[src/rtl/timer_pkg.sv]
// timer_pkg: shared types and constants for the timer clock/reset block.
// FSM state enum, default prescaler/hold sizes, select-width helper.
package timer_pkg;

  localparam int DEF_CNT_W    = 8;
  localparam int DEF_RST_HOLD = 4;
  localparam int HOLD_W       = 8;

  typedef enum logic [0:0] {
    ST_HOLD = 1'b0,
    ST_RUN  = 1'b1
  } state_t;

  function automatic int sel_w_f(input int cnt_w);
    return ($clog2(cnt_w) < 1) ? 1 : $clog2(cnt_w);
  endfunction

endpackage

[src/rtl/tick_gen.sv]
// tick_gen: one divided clock-enable channel off the shared prescaler.
// In: pclk, preset, presc, sel, run. Out: tick (registered 1-cycle pulse).
module tick_gen
  import timer_pkg::*;
#(
  parameter int CNT_W = DEF_CNT_W,
  parameter int SEL_W = sel_w_f(DEF_CNT_W)
) (
  input  logic             pclk,
  input  logic             preset,
  input  logic [CNT_W-1:0] presc,
  input  logic [SEL_W-1:0] sel,
  input  logic             run,
  output logic             tick
);

  localparam logic [31:0] MAX_SEL = 32'(CNT_W - 1);

  logic [31:0]      sel_x;
  logic [31:0]      sel_c;
  logic [CNT_W-1:0] mask;
  logic             hit;

  // Selects past the prescaler width saturate at the slowest ratio.
  always_comb begin
    sel_x = 32'(sel);
    sel_c = (sel_x > MAX_SEL) ? MAX_SEL : sel_x;
  end

  // Low (sel+1) bits of the prescaler take part in the terminal match.
  always_comb begin
    mask = '0;
    for (int b = 0; b < CNT_W; b++) begin
      mask[b] = (32'(b) <= sel_c);
    end
  end

  assign hit = run && ((presc & mask) == mask);

  always_ff @(posedge pclk) begin
    if (preset) begin
      tick <= 1'b0;
    end else begin
      tick <= hit;
    end
  end

endmodule

[src/rtl/clk_div_rst_seq.sv]
// clk_div_rst_seq: prescaler, per-channel tick enables, reset stretcher.
// In: pclk, preset, en, sw_rst, div_sel. Out: tick, rst_out, busy.
module clk_div_rst_seq
  import timer_pkg::*;
#(
  parameter int CNT_W    = DEF_CNT_W,
  parameter int NUM_CH   = 4,
  parameter int SEL_W    = sel_w_f(CNT_W),
  parameter int RST_HOLD = DEF_RST_HOLD
) (
  input  logic                    pclk,
  input  logic                    preset,
  input  logic                    en,
  input  logic                    sw_rst,
  input  logic [NUM_CH*SEL_W-1:0] div_sel,
  output logic [NUM_CH-1:0]       tick,
  output logic                    rst_out,
  output logic                    busy
);

  localparam logic [HOLD_W-1:0] HOLD_LD  = HOLD_W'(RST_HOLD - 1);
  localparam logic [HOLD_W-1:0] HOLD_ONE = HOLD_W'(1);
  localparam logic [CNT_W-1:0]  CNT_ONE  = CNT_W'(1);

  state_t            state;
  state_t            state_nx;
  logic [HOLD_W-1:0] hold_cnt;
  logic [HOLD_W-1:0] hold_nx;
  logic [CNT_W-1:0]  presc;
  logic [CNT_W-1:0]  presc_nx;
  logic              run;

  // run also drops on the sw_rst cycle so no tick leaks into HOLD.
  always_comb begin
    state_nx = state;
    hold_nx  = hold_cnt;
    presc_nx = presc;
    run      = 1'b0;
    unique case (state)
      ST_HOLD: begin
        if (sw_rst) begin
          hold_nx = HOLD_LD;
        end else if (hold_cnt == '0) begin
          state_nx = ST_RUN;
        end else begin
          hold_nx = hold_cnt - HOLD_ONE;
        end
      end
      ST_RUN: begin
        if (sw_rst) begin
          state_nx = ST_HOLD;
          hold_nx  = HOLD_LD;
          presc_nx = '0;
        end else if (en) begin
          run      = 1'b1;
          presc_nx = presc + CNT_ONE;
        end
      end
    endcase
  end

  always_ff @(posedge pclk) begin
    if (preset) begin
      state    <= ST_HOLD;
      hold_cnt <= HOLD_LD;
      presc    <= '0;
    end else begin
      state    <= state_nx;
      hold_cnt <= hold_nx;
      presc    <= presc_nx;
    end
  end

  assign rst_out = (state == ST_HOLD);
  assign busy    = rst_out;

  for (genvar i = 0; i < NUM_CH; i++) begin : g_ch
    tick_gen #(
      .CNT_W (CNT_W),
      .SEL_W (SEL_W)
    ) u_tick (
      .pclk   (pclk),
      .preset (preset),
      .presc  (presc),
      .sel    (div_sel[i*SEL_W +: SEL_W]),
      .run    (run),
      .tick   (tick[i])
    );
  end

endmodule

[config.mk]
export PLATFORM = sky130hd
export DESIGN_NAME = clk_div_rst_seq
export DESIGN_NICKNAME = d
export VERILOG_FILES = /design/src/rtl/timer_pkg.sv /design/src/rtl/tick_gen.sv /design/src/rtl/clk_div_rst_seq.sv
export SDC_FILE = /design/constraint.sdc
export NUM_CORES = 1
export LEC_CHECK = 0
export ABC_AREA = 1
export CAP_MARGIN = 10
export CORE_MARGIN = 5
export CORE_UTILIZATION = 54
export CTS_BUF_LIST = sky130_fd_sc_hd__clkbuf_8
export DETAILED_ROUTE_END_ITERATION = 8
export PLACE_DENSITY = 0.81
export SLEW_MARGIN = 20
export SYNTH_ARGS = -nofsm -noshare
export SYNTH_HDL_FRONTEND = slang
export SYNTH_SLANG_ARGS = --single-unit
[constraint.sdc]
create_clock -name pclk -period 1.4 [get_ports pclk]
set_input_delay 0.42 -clock pclk [delete_from_list [all_inputs] [get_ports pclk]]
set_output_delay 0.42 -clock pclk [all_outputs]
set_load 0.05 [all_outputs]
==> impl_metrics.toml, run 1 <==
[timing]
finalHoldViolations = 0
period_share_pct = 97.9
slew_viol_final = 0
worst_slack_ps = 29.5
tns_ps = 0
worst_slew_pin_slew_ps = 308
period_needed_ps = 1370
hold_ws_ps = 464
fmax_mhz = 730
setup_viol = 0
slew_headroom_pct = 79.3
fin_skew_ps = 4.85

[critical_path]
cp-end-kind = "register"
cp.arrival_ps = 1570
worstSetupPathType = "in -> reg"
cp.required_ps = 1600
crit_path_max_fanout = 4
start_kind = "input pin"

[grt]
overflow = 0
grt_usage_pct = 21.0
antenna_found_initial = 0
grt_pass1_vias = 1389
grt_max_degree = 13
grt_first_pass_wirelength_mm = 5.70

[power_and_ir_drop]
finalPower_uw = 1150
pwr_density_cell_mw_per_mm2 = 661
leakage_uw = 0.000786
peakVddDrop_mv = 0.684

[detailed_routing]
post_drt_via_cell_ratio = 5.56
num_vias = 1461
first_pass_iters = 4
drt_drc_violations_left = 0
initialDrtViolationCount = 54
wl_per_cell_um = 13.5
ant_nets = 0
drt_wl_total_mm = 3.54

[cts]
clock-sinks = 21
clk_pin_slew_ps = 80
h-tree-depth = 1
clockBufferDepth = 2
cts_tree = "yes"
cts_buffers = 3
hold_buffers = 0
clock_latency_ps = 260
cts-root-buf = "clkbuf_8"

[hold_path]
hold_path.class = "reg -> reg"

[finish]
n_antenna_cell = 0
final_cell_mix = "nand2_1 (60), inv_1 (22), dfxtp_1 (19)"
final_cells = 263
synthToLayoutAreaGrowth_pct = 33.9
finalNetCount = 254
final_common_cell = "nand2_1"
drive_above_1_share_pct = 18.3

[floorplanning]
io_pins = 22
placementRows = 17
dieArea_mm2 = 0.00348
die_w_um = 59.0
die_y_um = 59.0
core-area_mm2 = 0.00225
initial_core_util_pct = 57.5

[place]
dpl.hpwl_mm = 2.69
port_buffers = 21
place_inst = 254
dp_slack_ps = -289
routabilityCongestion = 0.900

[synth]
synth_fp_nets = 220
synth_top_cell_area_share_pct = 32.4
ys_types = 23
ys_warn_count = 0
synth-seq-cells = 21
synthCells = 202
synth-seq-area-share_pct = 32.4
yosys.area.top_type = "dfxtp_1"
synth_area_mm2 = 0.00130
syn_area_per_cell_um2 = 6.42
synth_area_leaders = "dfxtp_1 (32%), nand2_1 (17%), inv_1 (6.7%), nand3_1 (6.6%), o21ai_0 (5.8%)"

[run_status]
status = "completed"

[job]
drv_cap = 0
[kinds of logic after synthesis]
| group | share of synthesized area [%] |
|---|---|
| AO/OA/AOI/OAI | 14.1 |
| XOR/XNOR | 0.676 |
| adder cells (fa/ha/maj) | 1.93 |
| buffers and inverters | 10.8 |
| flip-flops | 32.4 |
| AND/OR/NAND/NOR | 40.1 |
[stage by stage]
step / instance area [um^2] / util (%)
6_report: 1740 / 77.0
5_1_grt: 1740 / 77.0
4_1_cts: 1670 / 74.3
3_5_place_dp: 1630 / 72.1
3_3_place_gp: 1630 / 72.1
2_1_floorplan: 1300 / -
[metal layers]
| metal | vias up | track usage, % | routed length (um) | part of all wire (%) |
|---|---|---|---|---|
| met2 | 80 | 35.5 | 1730 | 49 |
| met4 | 0 | 10.7 | 63 | 1.8 |
| met1 | 661 | 24.7 | 1400 | 40 |
| met3 | 6 | 4.58 | 343 | 9.7 |
| li1 | 714 | - | - | - |
| met5 | - | 0 | 0 | 0 |
[critical path: stages]
cell and delay (ps):
clkdlybuf4s50_1 500, inv_1 110, nor4_4 240, nand3_1 150, nor2_1 150
[timing repair]
action / 4_1_cts / 5_1_grt
buffers inserted: 0 / 5
cloned: 0 / 0
hold endpoints to repair: 0 / 0
pin swaps: 0 / 6
resized for setup: 2 / 9
endpoints found under the setup margin: 5 / 14
[cell type report]
type | count | area (um^2)
Clock buffer | 3 | 41.3
Clock inverter | 1 | 5.00
Fill cell | 177 | 519
Inverter | 26 | 103
Multi-Input combinational cell | 149 | 748
Sequential cell | 21 | 423
Tap cell | 28 | 35.0
Timing Repair Buffer | 35 | 380
[power breakdown]
| part | internal [uW] | switching, uW |
|---|---|---|
| combinational | 71.3 | 64.2 |
| sequential | 601 | 3.02 |
| clock | 199 | 208 |
| total | 871 | 275 |
[flip-flops by register name, summed over array words and instances, names as in the netlist]
register          flops
g_ch.u_tick.tick      4
hold_cnt              8
presc                 8
state                 1
[cells in the mapped netlist]
master and number:
buf_4 5, a21oi_1 10, xor2_1 1, o21ai_0 15
dfxtp_1 21, nor2_1 17, buf_2 1, nor3_1 2
o211ai_1 1, nor2_2 1, inv_1 23, nor4_4 1
nand3_1 17, a21boi_0 4, ha_1 2, nand2_4 1
nand4_1 4, nand2_2 7, nor2_4 1, nor3_4 1
nand2_1 60, inv_2 3, o21ai_1 4
[path summary, 6_finish.rpt]
kind          startpoint             endpoint  slack (ps)  depth (start not counted)
min          hold_cnt[0]          hold_cnt[0]         460                          1
max                   en  g_ch[0].u_tick.tick          30                          5
max reg2reg  hold_cnt[0]          hold_cnt[4]          60                         11
min reg2reg  hold_cnt[0]          hold_cnt[0]         460                          1
Power figures use the tool's default switching activity.
==> run 2: changes to the inputs <==
--- a/config.mk
+++ b/config.mk
@@ -7,11 +7,14 @@
 export LEC_CHECK = 0
 export ABC_AREA = 1
 export CAP_MARGIN = 10
+export CELL_PAD_IN_SITES_DETAIL_PLACEMENT = 0
+export CELL_PAD_IN_SITES_GLOBAL_PLACEMENT = 2
 export CORE_MARGIN = 5
-export CORE_UTILIZATION = 54
+export CORE_UTILIZATION = 29
 export CTS_BUF_LIST = sky130_fd_sc_hd__clkbuf_8
 export DETAILED_ROUTE_END_ITERATION = 8
-export PLACE_DENSITY = 0.81
+export MAX_ROUTING_LAYER = met4
+export PLACE_DENSITY_LB_ADDON = 0.1
 export SLEW_MARGIN = 20
 export SYNTH_ARGS = -nofsm -noshare
 export SYNTH_HDL_FRONTEND = slang
==> run 2 against run 1 <==
Sequential power about the same. Design area up 6.1%. Setup slack better by 46 ps. Power up 1.0%. Global-route usage down 8.2 points. Clock skew up 1.6 ps. Critical endpoint is now busy. Register-to-register slack better by 70 ps. Final cell count up 11%. Fmax up 3.5%.
==> impl_metrics.toml, run 2 (same netlist as run 1, synthesis figures left out) <==
[power_and_ir_drop]
peakVddDrop_mv = 0.584
pwr_density_cell_mw_per_mm2 = 629
leakage_uw = 0.000837

[critical_path]
cp.required_ps = 980
cp-end-kind = "output port"
ff2ff_setup_slack_ps = 130
slowest_stage = "dfxtp_2"
start_kind = "register"
cp.arrival_ps = 900
crit_end = "busy"
r2r_cells = 11
r2r-start = "hold_cnt[1]"
worstSetupPathType = "reg -> out"
crit_chain = "clkinv_4 -> buf_12"
crit_path_max_fanout = 5
critical-path-max-stage-delay_ps = 370
startpoint = "state"
r2r-end = "hold_cnt[6]"

[job]
drv_cap = 0

[cts]
hold_buffers = 0
cts_tree = "yes"
cts_buffers = 3
cts-root-buf = "clkbuf_8"
clock_latency_ps = 260
clockBufferDepth = 2
clock-sinks = 21
h-tree-depth = 1
clk_pin_slew_ps = 90

[grt]
overflow = 0
grt_first_pass_wirelength_mm = 6.04
grt_usage_pct = 12.7
grt_max_degree = 14
grt_pass1_vias = 1346
antenna_found_initial = 0

[finish]
final_core_util_pct = 42.3
n_fill_cell = 462
largest_registers = "hold_cnt (8), presc (8), g_ch.u_tick.tick (4)"
synthToLayoutAreaGrowth_pct = 42.0
n_antenna_cell = 0
finalNetCount = 260
drive_above_1_share_pct = 22.4
final_common_cell = "nand2_1"
final_cells = 293
postLayoutCellArea_mm2 = 0.00184
final_cell_mix = "nand2_1 (60), inv_1 (19), buf_4 (19)"

[timing]
rsz0062_at_grt = "no"
slew_viol_final = 0
setup_viol = 0
finalHoldViolations = 0
slew_headroom_pct = 76.2
fmax_mhz = 755
fin_skew_ps = 6.49
period_needed_ps = 1320
hold_ws_ps = 466
worst_slew_pin_slew_ps = 355
period_share_pct = 94.6

[detailed_routing]
wl_per_cell_um = 12.2
drt_wl_total_mm = 3.58
post_drt_via_cell_ratio = 4.65
drt_drc_violations_left = 0
ant_nets = 0
first_pass_iters = 4
num_vias = 1363
initialDrtViolationCount = 51

[floorplanning]
die_y_um = 76.9
initial_core_util_pct = 29.8
dieArea_mm2 = 0.00591
io_pins = 22
die_w_um = 76.9
placementRows = 24
core-area_mm2 = 0.00435

[hold_path]
hold_path.class = "reg -> reg"

[place]
dpl.hpwl_mm = 2.81
port_buffers = 21
place_inst = 286
routabilityCongestion = 0.778
dpl-instance-area_mm2 = 0.00173

[run_status]
status = "completed"
[run 2: cell type report]
cell class                      count  area [um^2]  share of cell area [%]
Multi-Input combinational cell    149          762                    41.4
Timing Repair Buffer               41          437                    23.7
Sequential cell                    21          425                    23.1
Inverter                           26          103                    5.57
Tap cell                           52         65.1                    3.54
Clock buffer                        3         41.3                    2.24
Clock inverter                      1         7.51                   0.408
[run 2: worst min-delay path by stage]
stage,from,cells after the start,slack (ps),end
final,hold_cnt[0],1,470,hold_cnt[0]
after global routing,presc[7],2,500,presc[7]
after CTS,presc[7],2,470,presc[7]
after detailed placement,presc[7],2,460,presc[7]
after global placement,presc[7],2,450,presc[7]
after floorplan,presc[7],2,440,presc[7]
[run 2: worst max-delay path: cells and delay by family, from the launching register on]
kind,cells,cell delay [ps]
buf+inv,2,270
flops,1,370
[run 2: where the power goes]
part           leakage, uW  total [uW]  switching [uW]  internal [uW]
registers         0.000170         605            3.45            601
clock network    0.0000217         413             212            201
logic             0.000645         140            64.4           75.9
total             0.000837        1160             280            878
[run 2: repair_timing]
action / 4_1_cts / 5_1_grt
resized for setup: 2 / 16
setup endpoints to repair: 6 / 11
pin swaps: 0 / 6
setup buffers: 0 / 3
[run 2: stage by stage]
step / total power [uW] / setup TNS (ps) / setup slack (ps)
final: 1160 / 0 / 75.7
after global routing: 1210 / 0 / 18.6
after floorplan: 667 / 0 / 80.8
after global placement: 752 / -4100 / -247
after detailed placement: 753 / -4810 / -312
after CTS: 1170 / 0 / 26.9
[run 2: metal layers]
layer	global-route usage (%)	wire, um
met5	-	0
met4	2.10	23
met3	3.51	156
met2	19.4	1580
met1	17.1	1820
